## config.mk

```make
export PLATFORM = sky130hd
export DESIGN_NAME = coin_acceptor_frontend_flat
export DESIGN_NICKNAME = d
export VERILOG_FILES = /design/src/rtl/coin_acceptor_if.sv /design/src/rtl/coin_acceptor_frontend.sv /design/src/flat_wrapper.sv
export SDC_FILE = /design/constraint.sdc
export NUM_CORES = 1
export LEC_CHECK = 0
export CORE_UTILIZATION = 41
export DETAILED_ROUTE_END_ITERATION = 10
export PLACE_DENSITY_LB_ADDON = 0.25
export SYNTH_ARGS = -nofsm -noshare
export SYNTH_HDL_FRONTEND = slang
export SYNTH_SLANG_ARGS = --single-unit
```

## constraint.sdc

```tcl
create_clock -name clk -period 2.6 [get_ports clk]
set_input_delay 0.39 -clock clk [delete_from_list [all_inputs] [get_ports clk]]
set_output_delay 0.39 -clock clk [all_outputs]
set_load 0.05 [all_outputs]
```

## src/rtl/coin_acceptor_if.sv

```systemverilog
// coin_acceptor_if: coin sensor / consumer bus for coin_acceptor_frontend.
//   raw_coin5, raw_coin10 : raw asynchronous sensor lines (may bounce)
//   coin_ready            : consumer can take a coin this cycle
//   coin5, coin10         : single-cycle delivered-coin pulses
//   coin_return, jam      : single-cycle reject / jam pulses
//   pending, drop_count   : FIFO occupancy, saturating reject count
interface coin_acceptor_if #(parameter int FIFO_DEPTH = 4);
   logic                          raw_coin5;
   logic                          raw_coin10;
   logic                          coin_ready;
   logic                          coin5;
   logic                          coin10;
   logic                          coin_return;
   logic                          jam;
   logic [$clog2(FIFO_DEPTH):0]   pending;
   logic [7:0]                    drop_count;
   modport master (output raw_coin5, raw_coin10, coin_ready,
                   input  coin5, coin10, coin_return, jam, pending, drop_count);
   modport slave  (input  raw_coin5, raw_coin10, coin_ready,
                   output coin5, coin10, coin_return, jam, pending, drop_count);
endinterface

```

## src/rtl/coin_acceptor_frontend.sv

```systemverilog
// coin_acceptor_frontend: sync, debounce, edge-detect and queue coin sensor events,
// delivering paced single-cycle coin5/coin10 pulses; jams and overflows are rejected.
//   clk : system clock
//   rst : asynchronous active-high reset
//   bus : coin_acceptor_if slave (raw lines + coin_ready in; pulses, pending, drop_count out)
module coin_acceptor_frontend #(
   parameter int DEBOUNCE_CYCLES = 16,
   parameter int FIFO_DEPTH      = 4,
   parameter int MIN_GAP         = 1
) (
   input logic             clk,
   input logic             rst,
   coin_acceptor_if.slave  bus
);
   localparam int AW = $clog2(FIFO_DEPTH);
   localparam int CW = $clog2(DEBOUNCE_CYCLES + 1);
   localparam int GW = $clog2(MIN_GAP + 2);
   localparam logic [AW:0] FULL = (AW+1)'(FIFO_DEPTH);
   logic [1:0]            r_s1, r_s2, r_stable, r_stable_q;
   logic [CW-1:0]         r_cnt [2];
   logic [FIFO_DEPTH-1:0] r_mem;
   logic [AW:0]           r_wr, r_rd;
   logic [GW-1:0]         r_gap;
   logic                  r_coin5, r_coin10, r_ret, r_jam;
   logic [7:0]            r_drop;
   logic [1:0]            w_ev;
   logic [AW:0]           w_pending;
   logic                  w_pop, w_jam, w_single, w_push, w_drop, w_head;
   // bit 0 = 5-unit channel, bit 1 = 10-unit channel
   assign w_ev      = r_stable & ~r_stable_q;
   assign w_pending = r_wr - r_rd;
   assign w_pop     = (w_pending != '0) & bus.coin_ready & (r_gap == '0);
   assign w_jam     = &w_ev;
   assign w_single  = ^w_ev;
   // a pop on the same edge frees the slot, so a full FIFO still accepts
   assign w_push    = w_single & ((w_pending != FULL) | w_pop);
   assign w_drop    = w_jam | (w_single & ~w_push);
   assign w_head    = r_mem[r_rd[AW-1:0]];
   // stable levels start high so a line held high through reset never counts as a coin
   always_ff @(posedge clk or posedge rst) begin
      if (rst) begin
         r_s1       <= '0;
         r_s2       <= '0;
         r_stable   <= '1;
         r_stable_q <= '1;
         r_cnt      <= '{default: '0};
      end else begin
         r_s1       <= {bus.raw_coin10, bus.raw_coin5};
         r_s2       <= r_s1;
         r_stable_q <= r_stable;
         for (int c = 0; c < 2; c++)
            if (r_s2[c] != r_stable[c]) begin
               if (r_cnt[c] == CW'(DEBOUNCE_CYCLES)) begin
                  r_stable[c] <= r_s2[c];
                  r_cnt[c]    <= '0;
               end else
                  r_cnt[c] <= r_cnt[c] + 1'b1;
            end else
               r_cnt[c] <= '0;
      end
   end
   always_ff @(posedge clk)
      if (w_push) r_mem[r_wr[AW-1:0]] <= w_ev[1];
   always_ff @(posedge clk or posedge rst) begin
      if (rst) begin
         r_wr     <= '0;
         r_rd     <= '0;
         r_gap    <= '0;
         r_coin5  <= 1'b0;
         r_coin10 <= 1'b0;
         r_ret    <= 1'b0;
         r_jam    <= 1'b0;
         r_drop   <= '0;
      end else begin
         if (w_push) r_wr <= r_wr + 1'b1;
         if (w_pop) r_rd <= r_rd + 1'b1;
         r_gap    <= w_pop ? GW'(MIN_GAP) : (r_gap != '0 ? r_gap - 1'b1 : r_gap);
         r_coin5  <= w_pop & ~w_head;
         r_coin10 <= w_pop & w_head;
         r_ret    <= w_drop;
         r_jam    <= w_jam;
         if (w_drop && r_drop != 8'hFF) r_drop <= r_drop + 1'b1;
      end
   end
   assign bus.coin5       = r_coin5;
   assign bus.coin10      = r_coin10;
   assign bus.coin_return = r_ret;
   assign bus.jam         = r_jam;
   assign bus.pending     = w_pending;
   assign bus.drop_count  = r_drop;
endmodule

```

## src/flat_wrapper.sv

```systemverilog
// flat-port wrapper written by rule: the top's interface ports become plain ports
module coin_acceptor_frontend_flat 
#(
   parameter int DEBOUNCE_CYCLES = 16,
   parameter int FIFO_DEPTH      = 4,
   parameter int MIN_GAP         = 1
)
  (clk, rst, bus_raw_coin5, bus_raw_coin10, bus_coin_ready, bus_coin5, bus_coin10, bus_coin_return, bus_jam, bus_pending, bus_drop_count);
  coin_acceptor_if #(.FIFO_DEPTH(FIFO_DEPTH)) bus_i ();
  input logic clk;
  input logic rst;
  input wire logic [$bits(bus_i.raw_coin5)-1:0] bus_raw_coin5;
  input wire logic [$bits(bus_i.raw_coin10)-1:0] bus_raw_coin10;
  input wire logic [$bits(bus_i.coin_ready)-1:0] bus_coin_ready;
  output wire logic [$bits(bus_i.coin5)-1:0] bus_coin5;
  output wire logic [$bits(bus_i.coin10)-1:0] bus_coin10;
  output wire logic [$bits(bus_i.coin_return)-1:0] bus_coin_return;
  output wire logic [$bits(bus_i.jam)-1:0] bus_jam;
  output wire logic [$bits(bus_i.pending)-1:0] bus_pending;
  output wire logic [$bits(bus_i.drop_count)-1:0] bus_drop_count;
  assign bus_i.raw_coin5 = bus_raw_coin5;
  assign bus_i.raw_coin10 = bus_raw_coin10;
  assign bus_i.coin_ready = bus_coin_ready;
  assign bus_coin5 = bus_i.coin5;
  assign bus_coin10 = bus_i.coin10;
  assign bus_coin_return = bus_i.coin_return;
  assign bus_jam = bus_i.jam;
  assign bus_pending = bus_i.pending;
  assign bus_drop_count = bus_i.drop_count;
  coin_acceptor_frontend #(.DEBOUNCE_CYCLES(DEBOUNCE_CYCLES), .FIFO_DEPTH(FIFO_DEPTH), .MIN_GAP(MIN_GAP)) u_core (.clk(clk), .rst(rst), .bus(bus_i));
endmodule
```

==> parameters.txt, run 1 <==
Parameter                              Value

Run status
  Result of the run ... complete, no violations

GRT
  Pin count of the biggest net entering global routing ... 39
  Wire length of the first global-routing pass ... between 5000 and 6000 um
  Number of global-route vias before repair ... around 1200
  Global route total overflow ... 0
  Combined global-route utilization of all metal layers ... 14.26%
  Initial antenna violation count ... 0

Timing
  Relative slew slack ... 66.40%
  Final period demand of the worst path ... 2.446 ns
  RSZ-0062 raised after global routing ... no
  Maximum achievable frequency ... ~400 MHz
  Count of pins over their slew limit ... 0
  Final number of hold-violating endpoints ... 0
  Setup violations, final ... 0
  Setup Skew ... 0.005811 ns
  Sum of negative setup slack ... 0 ns
  Portion of the clock cycle consumed by the worst path in the final layout ... a little over nine tenths
  Transition time at the pin with the least slew margin ... 0.5024 ns

Clock network
  Max H-tree Level ... 2
  Clock latency on the worst-skew pair ... between 0.2 and 0.3 ns
  Cts-stage hold buffer count ... 0
  Number of buffers created by CTS ... 5
  Clock Sink Count ... 42
  CTS clk-pin slew, worst paths ... 0.08 ns
  Clock Path Buffers ... 2
  TritonCTS clock tree ... done
  Gates resized, CTS repair ... 0
  Buffers inserted during post-CTS setup optimization ... 0
  Root buffer cell ... sky130_fd_sc_hd__clkbuf_8

Synth
  Warnings, synthesis ... 0
  Synthesized area per cell ... 12.59 um^2
  Share of the yosys chip area belonging to registers ... 56.21%
  Number of library cell types mapped by synthesis ... 32
  Share of synthesized flip-flops with an asynchronous set or reset ... 90.48%
  Summed instance area of the synthesized netlist ... between 1500 and 2000 um^2
  Flops & latches, synth ... 42
  Most instantiated flip-flop cell in the synthesis netlist ... sky130_fd_sc_hd__dfrtp_1
  Number of standard cells after synthesis ... 152
  Number of enable flip-flop cells after synthesis ... 4
  Syn_nets ... about 170

Worst setup path
  Startpoint type of the worst setup path ... flop
  Cell-by-cell listing of the critical path ... inv_1 > ha_1 > fa_1 > xor3_2 > o31a_1 > nand2_1 > mux2_1
  Slowest cell on crit path ... sky130_fd_sc_hd__xor3_2
  Critical path's largest stage delay ... 0.48 ns
  Register-to-Register Path Depth ... 7
  Critical Path AT ... 2.62 ns
  Critical path endpoint category ... flop
  Critical path type ... flop to flop
  CP required ... approximately 2.8 ns
  Highest fanout seen on the critical path ... 5

Detailed routing
  Uppermost metal layer occupied by signal nets ... met4
  Count of antenna-violating nets left after detailed routing ... 0
  Starting DRC count in detailed routing ... 30
  Vias after detailed routing ... 1113
  WL met3 ... 111 um
  Wire length after detailed routing ... approximately 3000 um
  Drt wl/cell ... 12.80 um
  WL met2 ... 1439 um
  Post-detailed-route via-to-cell ratio ... 4.797
  Routed metal-1 wirelength ... 1371 um
  Number of iterations in the first detailed-routing pass ... 3
  DRC viols ... 0

Floorplanning
  Row count ... 24
  Die area ... 4946 um^2
  I/O pin cnt ... 20
  Area inside the core boundary ... 4414 um^2
  Width of the chip ... 70.33 um
  Die Span Y ... approximately 70 um
  Effective utilization at floorplan ... a little over two fifths

Power and ir drop
  Pwr dens ... 807.1 nW/um^2
  Final total power ... 1.851 mW
  Static leakage ... 1.082 nW
  Largest vdd supply drop ... 0.3869 mV

Layout
  Share of post-route cells with drive strength above 1 ... between 10% and 20%
  Layout Utilization ... 51.96%
  Area growth, synth to finish ... 19.80%
  Highest-count cells in the layout ignoring fill and taps ... 34 x sky130_fd_sc_hd__dfrtp_1, 17 x sky130_fd_sc_hd__clkdlybuf4s50_1, 15 x sky130_fd_sc_hd__inv_1, 13 x sky130_fd_sc_hd__ha_1, 12 x sky130_fd_sc_hd__xor2_1
  Number of diodes added for antenna fixing ... 0
  Fin nets ... 198
  Leading cell type in the layout, fill and taps excluded ... sky130_fd_sc_hd__dfrtp_1

Worst hold path
  Hold depth ... 0
  Hold WC Path Type ... flop to flop

Run
  Maximum capacitance violations ... 0

Place
  Quantity of I/O buffers inserted on ports ... 19
  Final GP Congestion ... 0.7514
  Placed wire-length estimate after detailed placement ... 2163 um
[critical path: cells and delay by family, from the launching register on]
kind                     cells  cell delay [ns]
multiplexers                 1             0.33
adder cells (fa/ha/maj)      2             0.55
flip-flops                   1             0.39
AND/OR/NAND/NOR              1             0.14
AO/OA/AOI/OAI                1             0.33
buffers and inverters        1             0.11
XOR/XNOR                     1             0.48
[registers in the layout, indices dropped and copies added (netlist names)]
register,flops
u_core.bus.coin5,1
u_core.r_gap,2
u_core.r_s1,2
u_core.r_wr,3
u_core.bus.jam,1
u_core.r_cnt,10
u_core.bus.coin_return,1
u_core.bus.coin10,1
u_core.r_s2,2
u_core.r_stable,2
u_core.bus.drop_count,8
u_core.r_mem,4
u_core.r_stable_q,2
u_core.r_rd,3
[layout make-up]
type / count / area, um^2
Clock buffer: 5 / 68.82
Clock inverter: 3 / 40.04
Fill cell: 381 / 2121
Inverter: 15 / 56.30
Multi-Input combinational cell: 95 / 782.0
Sequential cell: 42 / 1076
Tap cell: 52 / 65.06
Timing Repair Buffer: 20 / 205.2
[cell usage after synthesis, types with 3 or more instances]
| cell | instances | area, um^2 |
|---|---|---|
| sky130_fd_sc_hd__nor2_1 | 10 | 37.54 |
| sky130_fd_sc_hd__inv_1 | 15 | 56.30 |
| sky130_fd_sc_hd__and2_1 | 7 | 43.79 |
| sky130_fd_sc_hd__mux2_1 | 3 | 33.78 |
| sky130_fd_sc_hd__dfrtp_1 | 34 | 850.8 |
| sky130_fd_sc_hd__xor2_1 | 12 | 105.1 |
| sky130_fd_sc_hd__edfxtp_1 | 4 | 120.1 |
| sky130_fd_sc_hd__nor3_1 | 5 | 25.02 |
| sky130_fd_sc_hd__dfstp_2 | 4 | 105.1 |
| sky130_fd_sc_hd__ha_1 | 13 | 162.7 |
| sky130_fd_sc_hd__nand3_1 | 8 | 40.04 |
| sky130_fd_sc_hd__nand2_1 | 7 | 26.28 |
| sky130_fd_sc_hd__xnor2_1 | 6 | 52.55 |
[worst paths after layout]
kind	start	end	slack [ns]
max reg2reg	u_core.r_wr[0]	u_core.r_rd[1]	0.15
min	u_core.r_s1[0]	u_core.r_s2[0]	0.35
min reg2reg	u_core.r_s1[0]	u_core.r_s2[0]	0.35
max	u_core.r_wr[0]	u_core.r_rd[1]	0.15
min in group asynchronous	rst	u_core.r_cnt[7]	0.51
max in group asynchronous	rst	u_core.r_stable_q[0]	1.75
[kinds of logic (layout without fill, tap and decap cells)]
logic type,count (synthesis),in the layout,share of synthesized area [%]
AO/OA/AOI/OAI,7,7,3.791
XOR/XNOR,19,19,9.542
adder cells (fa/ha/maj),14,14,9.543
buffers and inverters,15,43,2.941
flip-flops,42,42,56.21
multiplexers,6,6,4.117
AND/OR/NAND/NOR,49,49,13.86
[metal layers]
layer / GRT usage [%] / up-vias
li1: - / 558
met1: 17.98 / 533
met2: 22.96 / 17
met3: 4.329 / 5
met4: 5.333 / 0
met5: 0 / -
[power by group]
group          leakage [nW]  switching, mW  internal, mW
sequential            0.538         0.0509         0.717
clock                0.0579          0.219         0.283
combinational         0.486          0.346         0.235
[metrics by stage]
step | instances | hold WS, ns | worst slack [ns] | cell area, um^2
after floorplan | 152 | 0.3312 | 0.1106 | 1914
after global placement | 224 | 0.3387 | 0.2127 | 2185
after detailed placement | 224 | 0.3378 | 0.1661 | 2185
after CTS | 232 | 0.3551 | 0.1474 | 2293
after global routing | 232 | 0.3586 | 0.01310 | 2293
final | 232 | 0.3529 | 0.1540 | 2293
(Power assumes the default switching activity.)
==> run 2, diff against run 1 <==
--- a/config.mk
+++ b/config.mk
@@ -5,6 +5,7 @@
 export SDC_FILE = /design/constraint.sdc
 export NUM_CORES = 1
 export LEC_CHECK = 0
+export CORE_MARGIN = 2
 export CORE_UTILIZATION = 41
 export DETAILED_ROUTE_END_ITERATION = 10
 export PLACE_DENSITY_LB_ADDON = 0.25
==> parameters.txt, run 2 (same netlist as run 1, synthesis figures left out) <==
Parameter                              Value

Run status
  Result of the run ... complete, no violations

Layout
  Area growth, synth to finish ... 18.89%
  Max reg flops ... 10 (unchanged)
  Leading cell type in the layout, fill and taps excluded ... sky130_fd_sc_hd__dfrtp_1
  Number of diodes added for antenna fixing ... 0 (unchanged)
  Count of filler cells inserted in the layout ... 367 (-3.7%)
  Highest-count cells in the layout ignoring fill and taps ... 34 x sky130_fd_sc_hd__dfrtp_1, 17 x sky130_fd_sc_hd__clkdlybuf4s50_1, 15 x sky130_fd_sc_hd__inv_1, 13 x sky130_fd_sc_hd__ha_1, 12 x sky130_fd_sc_hd__xor2_1
  Post-route cell area ... 2276 um^2 (-0.76%)
  Fin nets ... 198 (unchanged)
  Post-route insts no fill ... 232 (unchanged)
  Register bank with the most flops ... u_core.r_cnt
  Share of post-route cells with drive strength above 1 ... 12.78% (-0.56 points)

Timing
  Final number of hold-violating endpoints ... 0 (unchanged)
  RSZ-0062 raised after global routing ... no
  Final-layout worst hold slack ... 0.3496 ns (-0.003309 ns)
  Count of pins over their slew limit ... 0 (unchanged)
  Setup violations, final ... 0 (unchanged)
  Transition time at the pin with the least slew margin ... 0.5024 ns (+0.00001669 ns)
  Maximum achievable frequency ... 408.4 MHz (about the same)
  Portion of the clock cycle consumed by the worst path in the final layout ... 94.17% (about the same)
  Relative slew slack ... 66.40% (about the same)
  Setup Skew ... 0.008600 ns (+0.002789 ns)
  Sum of negative setup slack ... 0 ns (unchanged)
  Final period demand of the worst path ... 2.448 ns (+0.002347 ns)

Worst setup path
  Critical path endpoint category ... flop
  Critical path buffer and inverter count ... 1 (unchanged)
  Highest fanout seen on the critical path ... 5 (unchanged)
  Critical path's top delay family ... adder cells
  Startpoint type of the worst setup path ... flop
  Slowest cell on crit path ... sky130_fd_sc_hd__xor3_2
  CP required ... 2.78 ns (about the same)
  Startpoint of the most critical setup path ... u_core.r_wr[0]
  Cell-by-cell listing of the critical path ... inv_1 > ha_1 > fa_1 > xor3_2 > o31a_1 > nand2_1 > mux2_1
  WP depth ... 7 (unchanged)
  Origin of the critical flop-to-flop path ... u_core.r_wr[0]
  Critical path's largest stage delay ... 0.48 ns (about the same)
  Register-to-Register Path Depth ... 7 (unchanged)
  Critical path type ... flop to flop
  Critical Path AT ... 2.63 ns (about the same)

Place
  Placed Instances ... 224 (unchanged)
  Instance area after placement ... 2185 um^2 (unchanged)
  Quantity of I/O buffers inserted on ports ... 19 (unchanged)
  Placed wire-length estimate after detailed placement ... 2080 um (-3.8%)
  Final GP Congestion ... 0.7417 (-1.3%)

Floorplanning
  Die area ... 5232 um^2 (+5.8%)
  Row count ... 24 (unchanged)
  Effective utilization at floorplan ... 43.37% (unchanged)
  I/O pin cnt ... 20 (unchanged)
  Die Span Y ... 72.33 um (+2.8%)
  Width of the chip ... 72.33 um (+2.8%)
  Area inside the core boundary ... 4414 um^2 (unchanged)

GRT
  Wire length of the first global-routing pass ... 5154 um (-6.6%)
  Combined global-route utilization of all metal layers ... 12.93% (-1.3 points)
  Global route total overflow ... 0 (unchanged)
  Initial antenna violation count ... 0 (unchanged)
  Number of global-route vias before repair ... 1121 (-5.5%)
  Pin count of the biggest net entering global routing ... 39 (unchanged)

Worst hold path
  Hold depth ... 0 (unchanged)
  Origin of the worst min-delay path ... u_core.r_s1[1]
  Hold WC Path Type ... flop to flop

Detailed routing
  DRC viols ... 0 (unchanged)
  Routed metal-1 wirelength ... 1387 um (+1.2%)
  Starting DRC count in detailed routing ... 45 (+50%)
  Uppermost metal layer occupied by signal nets ... met4
  Post-detailed-route via-to-cell ratio ... 4.944 (+3.1%)
  Number of iterations in the first detailed-routing pass ... 4 (+1)
  Count of antenna-violating nets left after detailed routing ... 0 (unchanged)
  Wire length after detailed routing ... 2947 um (-0.74%)
  Vias after detailed routing ... 1147 (+3.1%)
  Drt wl/cell ... 12.70 um (-0.74%)
  WL met2 ... 1364 um (-5.2%)
  WL met3 ... 144 um (+30%)

Clock network
  CTS clk-pin slew, worst paths ... 0.08 ns (about the same)
  Number of buffers created by CTS ... 5 (unchanged)
  Buffers inserted during post-CTS setup optimization ... 0 (unchanged)
  Gates resized, CTS repair ... 0 (unchanged)
  Clock latency on the worst-skew pair ... 0.29 ns (about the same)
  Max H-tree Level ... 2 (unchanged)
  Cts-stage hold buffer count ... 0 (unchanged)
  Root buffer cell ... sky130_fd_sc_hd__clkbuf_8
  TritonCTS clock tree ... done
  Clock Sink Count ... 42 (unchanged)
  Clock Path Buffers ... 2 (unchanged)

Power and ir drop
  Largest vdd supply drop ... 0.3368 mV (-13%)
  Clock network power share ... 23.9% (-3.2 points)
  Net switching fraction of the power ... 34.37% (+1.1 points)
  Static leakage ... 1.072 nW (-0.89%)
  Cell-internal power ... 1.166 mW (-5.6%)
  Combinational cell fraction of total power ... 32.9% (+1.5 points)
  Net load switching power ... 0.6105 mW (-0.91%)
  Power share of the sequential group ... 43.3% (+1.8 points)
  Pwr dens ... 780.5 nW/um^2 (-3.3%)

Run
  Maximum capacitance violations ... 0 (unchanged)
run 2: cell types whose count changed in the layout (fill, tap and decap cells not counted):
cell / before / now
sky130_fd_sc_hd__clkbuf_8: 5 / 6
sky130_fd_sc_hd__clkbuf_1: 0 / 1
sky130_fd_sc_hd__clkinv_2: 2 / 1
sky130_fd_sc_hd__bufinv_16: 1 / 0
run 2: final cells by class:
class | instances | area (um^2) | share of cell area [%]
clock buffers | 7 | 86.33 | 3.793
clock inverters | 1 | 5.005 | 0.2199
inverters | 15 | 56.30 | 2.474
multi-input cells | 95 | 782.0 | 34.36
flip-flops and latches | 42 | 1076 | 47.28
well taps | 52 | 65.06 | 2.859
repair buffers | 20 | 205.2 | 9.016
run 2: final timing paths:
path,slack (ns),end
worst max-delay path,0.15,u_core.r_rd[1]
worst min-delay path,0.35,u_core.r_s2[1]
worst max register to register,0.15,u_core.r_rd[1]
worst min register to register,0.35,u_core.r_s2[1]
max in group asynchronous,1.73,u_core.r_stable[0]
min in group asynchronous,0.51,u_core.r_cnt[2]
run 2: through the flow:
| stage | utilization (%) | setup slack [ns] | total power [mW] |
|---|---|---|---|
| 6_report | 51.56 | 0.1516 | 1.776 |
| 5_1_grt | 51.56 | 0.003320 | 1.881 |
| 4_1_cts | 51.56 | 0.1546 | 1.801 |
| 3_5_place_dp | 49.49 | 0.1692 | 1.368 |
| 3_3_place_gp | 49.49 | 0.2116 | 1.360 |
| 2_1_floorplan | - | 0.1106 | 1.179 |
run 2: worst register-to-register path: stages, from the launching register on:
cell and delay (ns):
sky130_fd_sc_hd__dfrtp_1 0.38, sky130_fd_sc_hd__inv_1 0.11, sky130_fd_sc_hd__ha_1 0.21, sky130_fd_sc_hd__fa_1 0.35, sky130_fd_sc_hd__xor3_2 0.48, sky130_fd_sc_hd__o31a_1 0.32, sky130_fd_sc_hd__nand2_1 0.15, sky130_fd_sc_hd__mux2_1 0.34
run 2: per-layer routing:
metal	GRT usage [%]	vias up
met4	5.031	0
met3	4.306	6
li1	-	560
met2	19.67	26
met5	0	-
met1	17.12	555
run 2: power groups by stage:
stage / registers (mW) / logic [mW] / clock network, mW
3_3_place_gp: 0.779 / 0.580 / 0
4_1_cts: 0.769 / 0.589 / 0.442
6_report: 0.768 / 0.584 / 0.424
2_1_floorplan: 0.789 / 0.390 / 0
5_1_grt: 0.778 / 0.637 / 0.466
3_5_place_dp: 0.782 / 0.586 / 0
